[config.mk]
export PLATFORM = sky130hd
export DESIGN_NAME = bcd_display_mux_flat
export DESIGN_NICKNAME = d
export VERILOG_FILES = /design/src/rtl/bcd_display_mux_if.sv /design/src/rtl/bcd_display_mux.sv /design/src/flat_wrapper.sv
export SDC_FILE = /design/constraint.sdc
export NUM_CORES = 1
export LEC_CHECK = 0
export CAP_MARGIN = 10
export CELL_PAD_IN_SITES_DETAIL_PLACEMENT = 2
export CELL_PAD_IN_SITES_GLOBAL_PLACEMENT = 2
export CORE_MARGIN = 4
export CORE_UTILIZATION = 30
export DETAILED_ROUTE_END_ITERATION = 8
export PLACE_DENSITY_LB_ADDON = 0.1
export SETUP_SLACK_MARGIN = 0.15
export SYNTH_ARGS = -nofsm -noshare
export SYNTH_HDL_FRONTEND = slang
export SYNTH_SLANG_ARGS = --single-unit
[constraint.sdc]
create_clock -name clk -period 1.7 [get_ports clk]
set_input_delay 0.34 -clock clk [delete_from_list [all_inputs] [get_ports clk]]
set_output_delay 0.34 -clock clk [all_outputs]
set_load 0.05 [all_outputs]
[src/rtl/bcd_display_mux_if.sv]
// bcd_display_mux_if: BCD digit inputs and multiplexed 7-segment outputs of the display stage
interface bcd_display_mux_if;
  logic       ena;
  logic [3:0] digit10;
  logic [3:0] digit1;
  logic       blank_lz;
  logic [2:0] bright;
  logic [6:0] seg;
  logic [1:0] dig;
  logic       frame;
  modport master(output ena, digit10, digit1, blank_lz, bright, input seg, dig, frame);
  modport slave(input ena, digit10, digit1, blank_lz, bright, output seg, dig, frame);
endinterface

[src/rtl/bcd_display_mux.sv]
// bcd_display_mux: 2-digit multiplexed 7-segment driver with frame-synchronous capture and PWM
module bcd_display_mux #(
  parameter int DIV_LOG2    = 6,
  parameter bit SEG_ACT_LOW = 1'b0
) (
  input logic               clk,
  input logic               rst_n,
  bcd_display_mux_if.slave  bus
);
  logic [DIV_LOG2-1:0] cnt;
  logic                sel;
  logic [3:0]          sh10;
  logic [3:0]          sh1;
  logic [6:0]          seg_q;
  logic [1:0]          dig_q;
  logic                frame_q;
  logic                wrap;
  logic                cap;
  logic                on;
  logic [3:0]          cur;
  logic [6:0]          dec;
  assign wrap = &cnt;
  assign cap  = bus.ena & wrap & sel;
  assign cur  = sel ? sh1 : sh10;
  // cnt == 0 is the anti-ghosting dead cycle; the top three cnt bits give the PWM phase
  assign on   = bus.ena && cnt != '0 && cnt[DIV_LOG2-1 -: 3] <= bus.bright &&
                (sel || !(bus.blank_lz && sh10 == 4'd0));
  always_comb
    case (cur)
      4'd0:    dec = 7'h3F;
      4'd1:    dec = 7'h06;
      4'd2:    dec = 7'h5B;
      4'd3:    dec = 7'h4F;
      4'd4:    dec = 7'h66;
      4'd5:    dec = 7'h6D;
      4'd6:    dec = 7'h7D;
      4'd7:    dec = 7'h07;
      4'd8:    dec = 7'h7F;
      4'd9:    dec = 7'h6F;
      default: dec = 7'h40;
    endcase
  always_ff @(posedge clk or negedge rst_n)
    if (!rst_n) begin
      cnt     <= '0;
      sel     <= 1'b0;
      sh10    <= 4'd0;
      sh1     <= 4'd0;
      seg_q   <= 7'h00;
      dig_q   <= 2'b00;
      frame_q <= 1'b0;
    end else begin
      if (bus.ena) begin
        cnt <= cnt + 1'b1;
        if (wrap) sel <= ~sel;
      end
      if (cap) begin
        sh10 <= bus.digit10;
        sh1  <= bus.digit1;
      end
      frame_q <= cap;
      seg_q   <= on ? dec : 7'h00;
      dig_q   <= on ? {~sel, sel} : 2'b00;
    end
  assign bus.seg   = seg_q ^ {7{SEG_ACT_LOW}};
  assign bus.dig   = dig_q ^ {2{SEG_ACT_LOW}};
  assign bus.frame = frame_q;
endmodule

[src/flat_wrapper.sv]
// flat-port wrapper written by rule: the top's interface ports become plain ports
module bcd_display_mux_flat 
#(
  parameter int DIV_LOG2    = 6,
  parameter bit SEG_ACT_LOW = 1'b0
)
  (clk, rst_n, bus_ena, bus_digit10, bus_digit1, bus_blank_lz, bus_bright, bus_seg, bus_dig, bus_frame);
  bcd_display_mux_if bus_i ();
  input logic clk;
  input logic rst_n;
  input wire logic [$bits(bus_i.ena)-1:0] bus_ena;
  input wire logic [$bits(bus_i.digit10)-1:0] bus_digit10;
  input wire logic [$bits(bus_i.digit1)-1:0] bus_digit1;
  input wire logic [$bits(bus_i.blank_lz)-1:0] bus_blank_lz;
  input wire logic [$bits(bus_i.bright)-1:0] bus_bright;
  output wire logic [$bits(bus_i.seg)-1:0] bus_seg;
  output wire logic [$bits(bus_i.dig)-1:0] bus_dig;
  output wire logic [$bits(bus_i.frame)-1:0] bus_frame;
  assign bus_i.ena = bus_ena;
  assign bus_i.digit10 = bus_digit10;
  assign bus_i.digit1 = bus_digit1;
  assign bus_i.blank_lz = bus_blank_lz;
  assign bus_i.bright = bus_bright;
  assign bus_seg = bus_i.seg;
  assign bus_dig = bus_i.dig;
  assign bus_frame = bus_i.frame;
  bcd_display_mux #(.DIV_LOG2(DIV_LOG2), .SEG_ACT_LOW(SEG_ACT_LOW)) u_core (.clk(clk), .rst_n(rst_n), .bus(bus_i));
endmodule
==> results by stage <==
Logic synthesis:
- For this run, the number of Yosys warnings is 0.
- The number of register bits inferred by synthesis is 25.
- Yosys mapped the design onto 34 distinct sky130hd cell types.
- The async set or reset register ratio after synthesis is 1.00.
- The most area-hungry cell type in the Yosys netlist is dfrtp_1.
- Ranked by total cell area, the synthesized netlist is headed by dfrtp_1, ha_1, mux2_2.
- The share of synthesized area in the top cell type comes to 0.476.
- The post-synthesis instance area is roughly 1300 sq um.
- The sequential share of the synthesized area is 0.476.
- The net count after synthesis is 139.
- Among all flip-flop cells after synthesis, the most frequent one is dfrtp_1.
- Counting flops with a built-in enable in the synthesized netlist gives 0.
- Counting every instance in the synthesized netlist gives ~120.
- The average instance in the mapped netlist occupies 11.4 sq um.

Final layout:
- The post-layout utilization of the core is 0.524.
- The repair_antennas step left the layout with diodes totalling 0.
- The final non-filler cell area is 2160 sq um.
- The number of standard cells in the final layout excluding fillers is 222.
- The number of nets in the final layout is between 150 and 200.
- In the final layout, the share of cells above drive strength 1 is 0.558.
- After filler insertion, the fill cell instance count of the layout stands at around 390.
- The area growth from synthesis to layout is 64.2%.

CTS:
- The number of sinks on the clock net is 25.
- After clock tree synthesis, the clock-pin slew on the worst setup and hold paths is about 100 ps.
- TritonCTS created 3 clock buffers.
- The clock tree from TritonCTS is done.
- For the worst-skew pair, the clock arrives at the later sink with an insertion delay of ~280 ps.
- Hold repair after CTS inserted 0 buffers.
- Clock tree synthesis selected as its root buffer the cell clkbuf_8.
- The buffer depth of the longest clock path is 2.
- The H-tree level count is 1.

Floorplanning:
- The floorplan step set the die height to ~74 microns.
- The number of ports placed on the die boundary is 25.
- The count of standard-cell rows is 23.
- The standard cell core area is around 4100 sq um.
- The initial utilization of the core area, before any placement, comes to 0.319.
- Measured along the x axis, the die boundary spans between 70 and 80 microns.
- The area enclosed by the die boundary is approximately 5500 sq um.

Critical path:
- The largest single stage delay on the critical path is about 490 ps.
- The critical path launch point is u_core.sel.
- Among all stages on the critical path, the largest delay is contributed by dfrtp_2.
- The number of buffer and inverter stages on the critical path is 1.
- Of all nets on the critical path, the largest fanout is 4.
- The worst flop-to-flop path startpoint is u_core.sel.
- Among cell families on the critical path, the largest total delay comes from flip-flops.
- Traced cell by cell, the critical path runs through mux2i_4, inv_2, ha_4, a211oi_2, a211oi_2, nor3_2.
- The cell repeated most along the worst path is a211oi_2.
- The kind of start point of the critical path is a flip-flop.
- The type of the worst setup path is reg -> reg.
- The endpoint class of the critical path is a flip-flop.
- At the worst endpoint, the arrival time is 1880 ps.
- The required time at the worst-slack endpoint is 1900 ps.

Pwr:
- The worst-case IR drop observed on VDD is around 0.63 mV.
- The total power is about 2.4 mW.
- The cell area power density is 1100 nW/um^2.
- The leakage power summed over all cells is roughly 0.97 nW.

Place:
- Prior to clock tree synthesis, the placed netlist has a worst setup slack of -335 ps.
- In this run the tool buffered the top-level ports with 24 buffer cells.
- The number of placed cells counting well taps is about 200.
- The congestion estimate from routability-driven global placement came to 0.791.
- The HPWL after detailed placement is roughly 2700 microns.
- After detailed placement, the total cell area comes to between 1500 and 2000 sq um.

Flow run:
- The number of max-capacitance violations reported is 0.

Detailed routing:
- After the first detailed-routing iteration, the DRC count stood at 33.
- For this run, the detailed router's first-pass iteration total came to 4.
- The via-per-instance ratio is approximately 5.1.
- The wire length reported by the detailed router is 4920 microns.
- Once detail routing completed, the nets flagged for antenna violations numbered 0.
- The mean routed wirelength per cell is between 20 and 25 microns.
- The routed layout has 1136 vias.
- In the routed design, unresolved DRC markers number 0.

Timing:
- The number of max-slew violations in the final report is 0.
- For the pin with the worst max-slew slack, the measured transition is 479 ps.
- Setup slack closes at just over 20 ps.
- The number of endpoints with negative hold slack in the final report was 0.
- The normalized max-slew margin is 0.681.
- The final worst-path cycle share is 0.988.
- Setup violations remaining at the end of the flow were counted as 0.
- The clock period minus worst slack is 1680 ps.
- Setup repair after global routing could not meet its margin everywhere.
- The setup clock skew after layout is between 2 and 3 ps.
- Hold is met by between 400 and 500 ps.
- The setup TNS is 0 ps.
- Timing would allow up to roughly 600 MHz.

Min path:
- In this run the worst hold path is classified as in -> async.

Global route:
- The number of global-route vias before repair was ~1200.
- Across every metal layer, demand over resource in global routing totals 0.158.
- The sum of overflow across all layers after global routing is 0.
- The number of antenna violations at the first check in global routing is 0.
- The pin count of the biggest net entering global routing is 26.
- The first-pass GRT wire length is 6500 microns.

Run status:
- The run finished with clean final reports.
worst reg2reg max path, cell delays in order, from the launching register on:
cell and delay (ps):
dfrtp_2 490, mux2i_4 320, inv_2 90, ha_4 190, a211oi_2 230, a211oi_2 70
nor3_2 200
Yosys cell counts (2+ instances only):
master	number
nand3_1	2
nand2b_1	2
inv_1	9
a21oi_1	5
o21ai_0	2
dfrtp_1	25
nor3_1	6
xor2_1	2
ha_1	9
nand2_1	7
a211oi_1	3
mux2i_1	4
mux2_2	10
xnor2_1	4
nor2_1	5
nand4_1	2
registers in the layout (all words and copies together) (netlist names):
signal            count
u_core.sh10           4
u_core.cnt            6
u_core.bus.dig        2
u_core.bus.frame      1
u_core.bus.seg        7
u_core.sel            1
u_core.sh1            4
cells in the final DEF (no fill, tap or decap), drive strengths merged, types with 2 or more instances in the layout:
cell           netlist  routed
clkdlybuf4s50        0      11
o21ai                2       2
inv                  9       9
nand2                7       7
nor2                 6       6
nand3                2       2
dlygate4sd2          0       2
xor2                 2       2
buf                  4      42
mux2                10      10
nand4                2       2
dfrtp               25      25
ha                   9       9
a21oi                5       5
xnor2                4       4
nand2b               2       2
nor3                 7       7
or3                  2       2
a211oi               3       3
mux2i                4       4
clkbuf               0       4
timing repair:
action / in CTS / in global routing
setup endpoints to repair: 17 / 18
resized for setup: 26 / 31
buffers inserted: 6 / 11
pin swaps: 13 / 12
gates cloned: 2 / 1
routing by layer:
layer	wire length, microns	share of wire	vias up	global-route usage
li1	-	-	517	-
met1	2020	0.41	581	0.195
met2	2660	0.54	30	0.278
met3	149	0.030	8	0.0216
met4	90	0.018	0	0.0624
met5	0	0	-	0
path summary, 6_finish.rpt:
path                                     end  slack, ps  cells past startpoint
max reg2reg                u_core.bus.seg[6]         20                      6
min reg2reg                    u_core.sh1[0]        600                      1
min in group clk               u_core.sh1[0]        600                      1
max                        u_core.bus.seg[6]         20                      6
min                        u_core.bus.seg[1]        420                      2
max in group asynchronous         u_core.sel       1010                      2
where the power goes:
part           leakage, nW  switching (mW)  internal, mW
Sequential           0.331           0.130         0.719
Combinational        0.609           0.617         0.533
Clock               0.0255           0.219         0.165
Total                0.966           0.965          1.42
layout make-up:
class	instances	area (sq um)	share of cell area
Clock buffer	3	41.3	0.0191
Tap cell	50	62.6	0.0290
Clock inverter	1	5.00	0.00232
Multi-Input combinational cell	77	875	0.405
Sequential cell	25	627	0.291
Timing Repair Buffer	57	513	0.238
Inverter	9	33.8	0.0157
cell families after synthesis:
logic type,count (synthesis),share of synthesized area
adders and majority gates,9,0.0857
AOI/OAI and AO/OA,16,0.0924
buffers and inverters,13,0.0467
and+or+nand+nor,32,0.143
DFF,25,0.476
xor gates and xnor gates,6,0.0400
muxes,14,0.116
Power figures use the tool's default switching activity.
